`config.mk`:
```
export PLATFORM = sky130hd
export DESIGN_NAME = clock_set_controller
export DESIGN_NICKNAME = d
export VERILOG_FILES = /design/src/rtl/clock_pkg.sv /design/src/rtl/clock_set_controller_hold_counter.sv /design/src/rtl/clock_set_controller.sv
export SDC_FILE = /design/constraint.sdc
export NUM_CORES = 1
export LEC_CHECK = 0
export CAP_MARGIN = 20
export CORE_MARGIN = 5
export CORE_UTILIZATION = 55
export DETAILED_ROUTE_END_ITERATION = 10
export DONT_BUFFER_PORTS = 1
export PLACE_DENSITY = 0.7
export SLEW_MARGIN = 20
export SYNTH_ARGS = -nofsm -noshare
export SYNTH_HDL_FRONTEND = slang
export SYNTH_SLANG_ARGS = --single-unit
```
`constraint.sdc`:
```
create_clock -name clk -period 3.6 [get_ports clk]
set_input_delay 0.72 -clock clk [delete_from_list [all_inputs] [get_ports clk]]
set_output_delay 0.72 -clock clk [all_outputs]
set_load 0.03 [all_outputs]
```
`src/rtl/clock_pkg.sv`:
```
`default_nettype none
// ============================================================================
//  Module      : clock_pkg
//  Description : Shared types and helpers for the clock set controller:
//                FSM state encoding, display field codes, BCD split/join and
//                wrap-around increment helpers.
//  Revision    : 1.0 - initial release
// ============================================================================
package clock_pkg;

    typedef enum logic [2:0] {
        ST_RUN          = 3'd0,
        ST_SET_TIME_H   = 3'd1,
        ST_SET_TIME_M   = 3'd2,
        ST_SET_ALARM_H  = 3'd3,
        ST_SET_ALARM_M  = 3'd4,
        ST_COMMIT_TIME  = 3'd5,
        ST_COMMIT_ALARM = 3'd6,
        ST_DISMISS      = 3'd7
    } state_t;

    // Field being edited, drives display blinking
    localparam logic [1:0] FIELD_NONE   = 2'b00;
    localparam logic [1:0] FIELD_TIME_H = 2'b01;
    localparam logic [1:0] FIELD_TIME_M = 2'b10;
    localparam logic [1:0] FIELD_ALARM  = 2'b11;

    // BCD hours (tens, units) to binary 0..23
    function automatic logic [4:0] bcd_join_h(input logic [1:0] h1, input logic [3:0] h0);
        return 5'(h1) * 5'd10 + 5'(h0);
    endfunction

    // BCD minutes (tens, units) to binary 0..59
    function automatic logic [5:0] bcd_join_m(input logic [2:0] m1, input logic [3:0] m0);
        return 6'(m1) * 6'd10 + 6'(m0);
    endfunction

    // Binary hours to packed {tens[1:0], units[3:0]}
    function automatic logic [5:0] bcd_split_h(input logic [4:0] h);
        logic [1:0] t;
        logic [3:0] u;
        t = 2'(h / 5'd10);
        u = 4'(h % 5'd10);
        return {t, u};
    endfunction

    // Binary minutes to packed {tens[2:0], units[3:0]}
    function automatic logic [6:0] bcd_split_m(input logic [5:0] m);
        logic [2:0] t;
        logic [3:0] u;
        t = 3'(m / 6'd10);
        u = 4'(m % 6'd10);
        return {t, u};
    endfunction

    // Hour increment with 23 -> 0 wrap
    function automatic logic [4:0] hour_inc(input logic [4:0] h);
        return (h >= 5'd23) ? 5'd0 : h + 5'd1;
    endfunction

    // Minute increment with 59 -> 0 wrap
    function automatic logic [5:0] min_inc(input logic [5:0] m);
        return (m >= 6'd59) ? 6'd0 : m + 6'd1;
    endfunction

endpackage
`default_nettype wire

```
`src/rtl/clock_set_controller_hold_counter.sv`:
```
`default_nettype none
// ============================================================================
//  Module      : hold_counter
//  Description : Up-counter with synchronous clear and enable. done_o flags
//                the TERMINAL-th enabled cycle after a clear; the count then
//                holds until the next clear.
//  Revision    : 1.0 - initial release
// ============================================================================
module hold_counter #(
    parameter int TERMINAL = 4
) (
    input  logic clk,
    input  logic reset,
    input  logic clear_i,
    input  logic en_i,
    output logic done_o
);

    localparam int WIDTH = (TERMINAL > 1) ? $clog2(TERMINAL) : 1;

    logic [WIDTH-1:0] count_q;
    logic [WIDTH-1:0] count_d;

    assign done_o = (count_q == WIDTH'(TERMINAL - 1));

    // Next count: clear wins, otherwise advance until terminal
    always_comb begin
        count_d = count_q;
        if (clear_i) begin
            count_d = '0;
        end else if (en_i && !done_o) begin
            count_d = count_q + WIDTH'(1);
        end
    end

    // Count register
    always_ff @(posedge clk or posedge reset) begin
        if (reset) begin
            count_q <= '0;
        end else begin
            count_q <= count_d;
        end
    end

endmodule
`default_nettype wire

```
`src/rtl/clock_set_controller.sv`:
```
`default_nettype none
// ============================================================================
//  Module      : clock_set_controller
//  Description : Button-driven time/alarm setting FSM for a BCD clock
//                datapath. Edits hours/minutes, commits them with held load
//                strobes, handles snooze and alarm dismiss, and abandons an
//                idle edit after TIMEOUT_CYC cycles.
//  Revision    : 1.0 - initial release
// ============================================================================
module clock_set_controller #(
    parameter int LOAD_HOLD   = 4,
    parameter int SNOOZE_MIN  = 5,
    parameter int TIMEOUT_CYC = 1000
) (
    input  logic       clk,
    input  logic       reset,
    input  logic       btn_mode,
    input  logic       btn_next,
    input  logic       btn_inc,
    input  logic       alarm,
    input  logic [1:0] cur_h1,
    input  logic [3:0] cur_h0,
    input  logic [2:0] cur_m1,
    input  logic [3:0] cur_m0,
    output logic [1:0] H1,
    output logic [3:0] H0,
    output logic [2:0] M1,
    output logic [3:0] M0,
    output logic       load_time,
    output logic       load_alarm,
    output logic       off_alarm,
    output logic       edit_active,
    output logic [1:0] field_sel
);

    import clock_pkg::*;

    state_t     state_q, state_d;
    logic [4:0] edit_hour_q, edit_hour_d;
    logic [5:0] edit_min_q, edit_min_d;
    logic [4:0] sh_hour_q, sh_hour_d;
    logic [5:0] sh_min_q, sh_min_d;
    logic       snooze_q, snooze_d;
    logic       load_time_q, load_time_d;
    logic       load_alarm_q, load_alarm_d;
    logic       off_alarm_q, off_alarm_d;
    logic       edit_active_q, edit_active_d;
    logic [1:0] field_sel_q, field_sel_d;

    logic       snooze_go;
    logic [4:0] cur_hour;
    logic [5:0] cur_min;
    logic [4:0] snz_hour;
    logic [5:0] snz_min;
    logic [6:0] snz_sum;
    logic       hold_done;
    logic       idle_done;
    logic       state_change;
    logic       any_btn;
    logic       in_commit;
    logic       in_set;

    assign cur_hour = bcd_join_h(cur_h1, cur_h0);
    assign cur_min  = bcd_join_m(cur_m1, cur_m0);

    assign {H1, H0} = bcd_split_h(edit_hour_q);
    assign {M1, M0} = bcd_split_m(edit_min_q);

    assign load_time   = load_time_q;
    assign load_alarm  = load_alarm_q;
    assign off_alarm   = off_alarm_q;
    assign edit_active = edit_active_q;
    assign field_sel   = field_sel_q;

    assign state_change = (state_d != state_q);
    assign any_btn      = btn_mode | btn_next | btn_inc;
    assign in_commit    = (state_q == ST_COMMIT_TIME) || (state_q == ST_COMMIT_ALARM)
                       || (state_q == ST_DISMISS);
    assign in_set       = (state_q == ST_SET_TIME_H) || (state_q == ST_SET_TIME_M)
                       || (state_q == ST_SET_ALARM_H) || (state_q == ST_SET_ALARM_M);

    // Strobe duration: restarts on every state entry, runs only while committing
    hold_counter #(.TERMINAL(LOAD_HOLD)) u_hold (
        .clk     (clk),
        .reset   (reset),
        .clear_i (state_change),
        .en_i    (in_commit),
        .done_o  (hold_done)
    );

    // Edit inactivity: restarts on any button press or state entry
    hold_counter #(.TERMINAL(TIMEOUT_CYC)) u_idle (
        .clk     (clk),
        .reset   (reset),
        .clear_i (state_change | any_btn),
        .en_i    (in_set),
        .done_o  (idle_done)
    );

    // Snooze target: current time plus SNOOZE_MIN with minute/hour carry
    always_comb begin
        snz_sum  = 7'(cur_min) + 7'(SNOOZE_MIN);
        snz_hour = cur_hour;
        snz_min  = 6'(snz_sum);
        if (snz_sum >= 7'd60) begin
            snz_min  = 6'(snz_sum - 7'd60);
            snz_hour = hour_inc(cur_hour);
        end
    end

    // Next-state and edit register logic; button priority mode > next > inc
    always_comb begin
        state_d     = state_q;
        edit_hour_d = edit_hour_q;
        edit_min_d  = edit_min_q;
        snooze_go   = 1'b0;
        case (state_q)
            ST_RUN: begin
                if (btn_mode) begin
                    if (alarm) begin
                        state_d = ST_DISMISS;
                    end else begin
                        state_d     = ST_SET_TIME_H;
                        edit_hour_d = cur_hour;
                        edit_min_d  = cur_min;
                    end
                end else if (!btn_next && btn_inc && alarm) begin
                    state_d     = ST_COMMIT_ALARM;
                    edit_hour_d = snz_hour;
                    edit_min_d  = snz_min;
                    snooze_go   = 1'b1;
                end
            end
            ST_SET_TIME_H, ST_SET_ALARM_H: begin
                if (btn_mode) begin
                    if (state_q == ST_SET_TIME_H) begin
                        state_d     = ST_SET_ALARM_H;
                        edit_hour_d = sh_hour_q;
                        edit_min_d  = sh_min_q;
                    end else begin
                        state_d = ST_RUN;
                    end
                end else if (btn_next) begin
                    state_d = (state_q == ST_SET_TIME_H) ? ST_SET_TIME_M : ST_SET_ALARM_M;
                end else if (btn_inc) begin
                    edit_hour_d = hour_inc(edit_hour_q);
                end else if (idle_done) begin
                    state_d = ST_RUN;
                end
            end
            ST_SET_TIME_M, ST_SET_ALARM_M: begin
                if (btn_mode) begin
                    if (state_q == ST_SET_TIME_M) begin
                        state_d     = ST_SET_ALARM_H;
                        edit_hour_d = sh_hour_q;
                        edit_min_d  = sh_min_q;
                    end else begin
                        state_d = ST_RUN;
                    end
                end else if (btn_next) begin
                    state_d = (state_q == ST_SET_TIME_M) ? ST_COMMIT_TIME : ST_COMMIT_ALARM;
                end else if (btn_inc) begin
                    edit_min_d = min_inc(edit_min_q);
                end else if (idle_done) begin
                    state_d = ST_RUN;
                end
            end
            ST_COMMIT_TIME, ST_COMMIT_ALARM, ST_DISMISS: begin
                if (hold_done) begin
                    state_d = ST_RUN;
                end
            end
            default: begin
                state_d = ST_RUN;
            end
        endcase
    end

    // Registered outputs decoded from the upcoming state; shadow captured on alarm commit entry
    always_comb begin
        load_time_d   = (state_d == ST_COMMIT_TIME);
        load_alarm_d  = (state_d == ST_COMMIT_ALARM);
        snooze_d      = (state_d == ST_COMMIT_ALARM) && (snooze_go || snooze_q);
        off_alarm_d   = (state_d == ST_DISMISS) || snooze_d;
        edit_active_d = (state_d == ST_SET_TIME_H) || (state_d == ST_SET_TIME_M)
                     || (state_d == ST_SET_ALARM_H) || (state_d == ST_SET_ALARM_M);
        case (state_d)
            ST_SET_TIME_H:                  field_sel_d = FIELD_TIME_H;
            ST_SET_TIME_M:                  field_sel_d = FIELD_TIME_M;
            ST_SET_ALARM_H, ST_SET_ALARM_M: field_sel_d = FIELD_ALARM;
            default:                        field_sel_d = FIELD_NONE;
        endcase
        sh_hour_d = sh_hour_q;
        sh_min_d  = sh_min_q;
        if ((state_d == ST_COMMIT_ALARM) && (state_q != ST_COMMIT_ALARM)) begin
            sh_hour_d = edit_hour_d;
            sh_min_d  = edit_min_d;
        end
    end

    // State, edit, shadow and output registers
    always_ff @(posedge clk or posedge reset) begin
        if (reset) begin
            state_q       <= ST_RUN;
            edit_hour_q   <= '0;
            edit_min_q    <= '0;
            sh_hour_q     <= '0;
            sh_min_q      <= '0;
            snooze_q      <= 1'b0;
            load_time_q   <= 1'b0;
            load_alarm_q  <= 1'b0;
            off_alarm_q   <= 1'b0;
            edit_active_q <= 1'b0;
            field_sel_q   <= FIELD_NONE;
        end else begin
            state_q       <= state_d;
            edit_hour_q   <= edit_hour_d;
            edit_min_q    <= edit_min_d;
            sh_hour_q     <= sh_hour_d;
            sh_min_q      <= sh_min_d;
            snooze_q      <= snooze_d;
            load_time_q   <= load_time_d;
            load_alarm_q  <= load_alarm_d;
            off_alarm_q   <= off_alarm_d;
            edit_active_q <= edit_active_d;
            field_sel_q   <= field_sel_d;
        end
    end

endmodule
`default_nettype wire
```
==> metrics <==
power per cell area=854 mW/mm^2; Seq cells post-synth=44; row cnt=32; Finished Layout Cells=644; cts hold-fix bufs=0; final total power=3.94 mW; Pint=about 1.9 mW; CP arrival=~2.7 ns; R2R cell count=8; Iteration-0 DRC Markers=415; f_max=around 300 MHz; crit path max fanout=17; DP Cell Count=636; first-pass GRT wire length=around 20 mm; power share of the clock group=0.101; peak supply drop=637 uV; fin. max-slew vios=0; main area contributors after synthesis=dfrtp_1, ha_1, a21oi_1; Critical Path Sink Type=output pin; Final Hold Viols=0; DRT antenna net count=0; I/O pin count=38; Syn Inst Count=540; initial antenna violation count=0; Layout area overhead=7.56%; fin crit share=0.939; status=finished, final reports clean; DRC viols=0; post-synthesis net count=approximately 600; number of max-cap violations=0; H-tree levels=2; Sw Ratio=0.521; sequential share of power=0.243; syn_area_per_cell=~7.9 sq um; clock root buffer=clkbuf_8; Synth area leader=dfrtp_1; most used cells in the layout excluding fill and tap cells=nor2_1, a21oi_1, nand2_1, dfrtp_1, o21ai_0; slew at the pin closest to its max-slew limit=between 0.9 and 1 ns; Vias/cell=~6.6; Final Critical Period=3.38 ns; CTS Buf Count=5; combinational power share=0.656; Final Core Density=0.603; static leakage=slightly below 2 nW; Remaining Overflow, GRT=0; DP HPWL=8.66 mm; RSZ-0062 raised after global routing=false; Setup crit start kind=flip-flop; r2r setup slk=about 0.72 ns; CTS Sinks=44; Core ar.=0.00765 sq mm; GRT Total Usage=0.241; TNS Setup=0 ns; mapped cell area=~0.0043 sq mm; placed cell area=roughly 0.0045 sq mm; Yosys warning count=0; async set-or-reset flop fraction in the synthesized netlist=1.00; Post-synth EDFFs=0; die width=about 100 microns; Die ar.=0.00966 sq mm; vias in the first global route=between 3,000 and 4,000; TritonCTS clock tree=built; Post-layout nets=around 600; worst min path class=in -> async; sw power=about 2.1 mW; worst endpoint required time=roughly 2.9 ns; placer congestion estimate=about 0.93; Final Setup Violations=0; Fill cells=about 700; most common cell after layout, fill and taps aside=nor2_1; Fin Clk Skew=a little under 0.007 ns; Initial Util=0.561; final instance area=roughly 0.0046 sq mm; share of cells above drive strength 1=0.116; number of port buffers=0; die height=around 100 microns; count of different cell masters after synthesis=73; Ant. Diodes=0; Crit Path Category=reg -> out; sequential fraction of the synthesis area=0.257; PostCTS Resize Cnt=0; Total Wirelength=about 12 mm; Slew headroom=0.378; Top FF cell, synth=dfrtp_1; DR pass1 iterations=6; Post CTS Setup Buffer Count=0; Avg WL per Cell=18.6 microns; Vias=about 4,200; clk_lat worst skew=0.31 ns; Longest Clk Path Bufs=2; Synth top area share=0.257; largest net degree at the start of global routing=45; clock-pin slew on the worst setup and hold paths=around 0.090 ns
## per-layer routing
layer	wire (microns)	share of wire	track usage	vias up
li1	-	-	-	1984
met1	4960	0.42	0.318	2047
met2	5840	0.49	0.413	190
met3	934	0.078	0.0393	25
met4	221	0.018	0.0557	0
met5	0	0	0	-
## final timing paths
| check | to | from |
|---|---|---|
| hold / removal | u_idle.count_q[9] | reset |
| max in group asynchronous | sh_hour_q[4] | reset |
| setup reg to reg | sh_min_q[1] | state_q[1] |
| setup / recovery | M0[3] | edit_min_q[3] |
| hold reg to reg | snooze_q | snooze_q |
| min in group clk | snooze_q | snooze_q |
## synthesized netlist by cell type, types with 6 or more instances
cell type  count
ha_1          23
dfrtp_1       44
inv_1         21
nand3_1       14
a31oi_1       11
nand2b_1      11
a211oi_1      14
mux2_2         7
a21oi_1       48
clkbuf_1      26
o21ai_0       38
nor2b_1        8
nor3_1        18
xnor2_1       13
nand4_1        6
nor2_1        53
and3_1         7
mux2i_1       17
nand2_1       47
xor2_1        12
buf_2          8
## metrics by stage
stage	hold WS [ns]	setup WS (ns)
after CTS	0.303	0.231
after detailed placement	0.485	-0.0287
after global placement	0.476	0.0965
final	0.284	0.219
after floorplan	0.451	0.0365
after global routing	0.329	0.0582
## power by group through the flow
stage | clock network (mW) | registers [mW] | logic (mW)
floorplan | 0 | 0.816 | 2.04
global placement | 0 | 0.955 | 2.49
detailed placement | 0 | 0.961 | 2.54
CTS | 0.402 | 0.952 | 2.56
global route | 0.421 | 0.982 | 2.81
finish | 0.396 | 0.959 | 2.58
## flip-flops by register name, summed over array words and instances (netlist names)
| name | cells |
|---|---|
| state_q | 3 |
| load_alarm | 1 |
| u_idle.count_q | 10 |
| field_sel | 2 |
| u_hold.count_q | 2 |
| snooze_q | 1 |
| edit_hour_q | 5 |
| off_alarm | 1 |
| edit_active | 1 |
| load_time | 1 |
| sh_hour_q | 5 |
| sh_min_q | 6 |
| edit_min_q | 6 |
## worst max-delay path, stage by stage (launching register included)
cell and delay [ns]:
dfrtp_1 0.56, nand2b_1 0.26, nand2_1 0.07, nand2_1 0.05, a22o_1 0.21, xnor2_1 0.14, ha_1 0.22, a21oi_1 0.14
a211oi_1 0.08, a221oi_1 0.22, o21ai_0 0.40
## layout make-up
type | instances | area, sq um | area share
tap | 102 | 128 | 0.0277
sequential | 44 | 1100 | 0.239
clock inverter | 3 | 47.5 | 0.0103
multi-input combinational | 434 | 2930 | 0.635
clock buffer | 5 | 68.8 | 0.0149
timing repair buffer | 34 | 255 | 0.0553
inverter | 22 | 82.6 | 0.0179
## cell families after synthesis
kind of cell	count (synthesis)	share of synthesized area
multiplexers	27	0.0659
AO/OA/AOI/OAI	168	0.266
AND/OR/NAND/NOR	187	0.216
adder cells (fa/ha/maj)	25	0.0765
buffers and inverters	62	0.0601
XOR/XNOR	27	0.0587
flip-flops	44	0.257
Power figures use the tool's default switching activity.
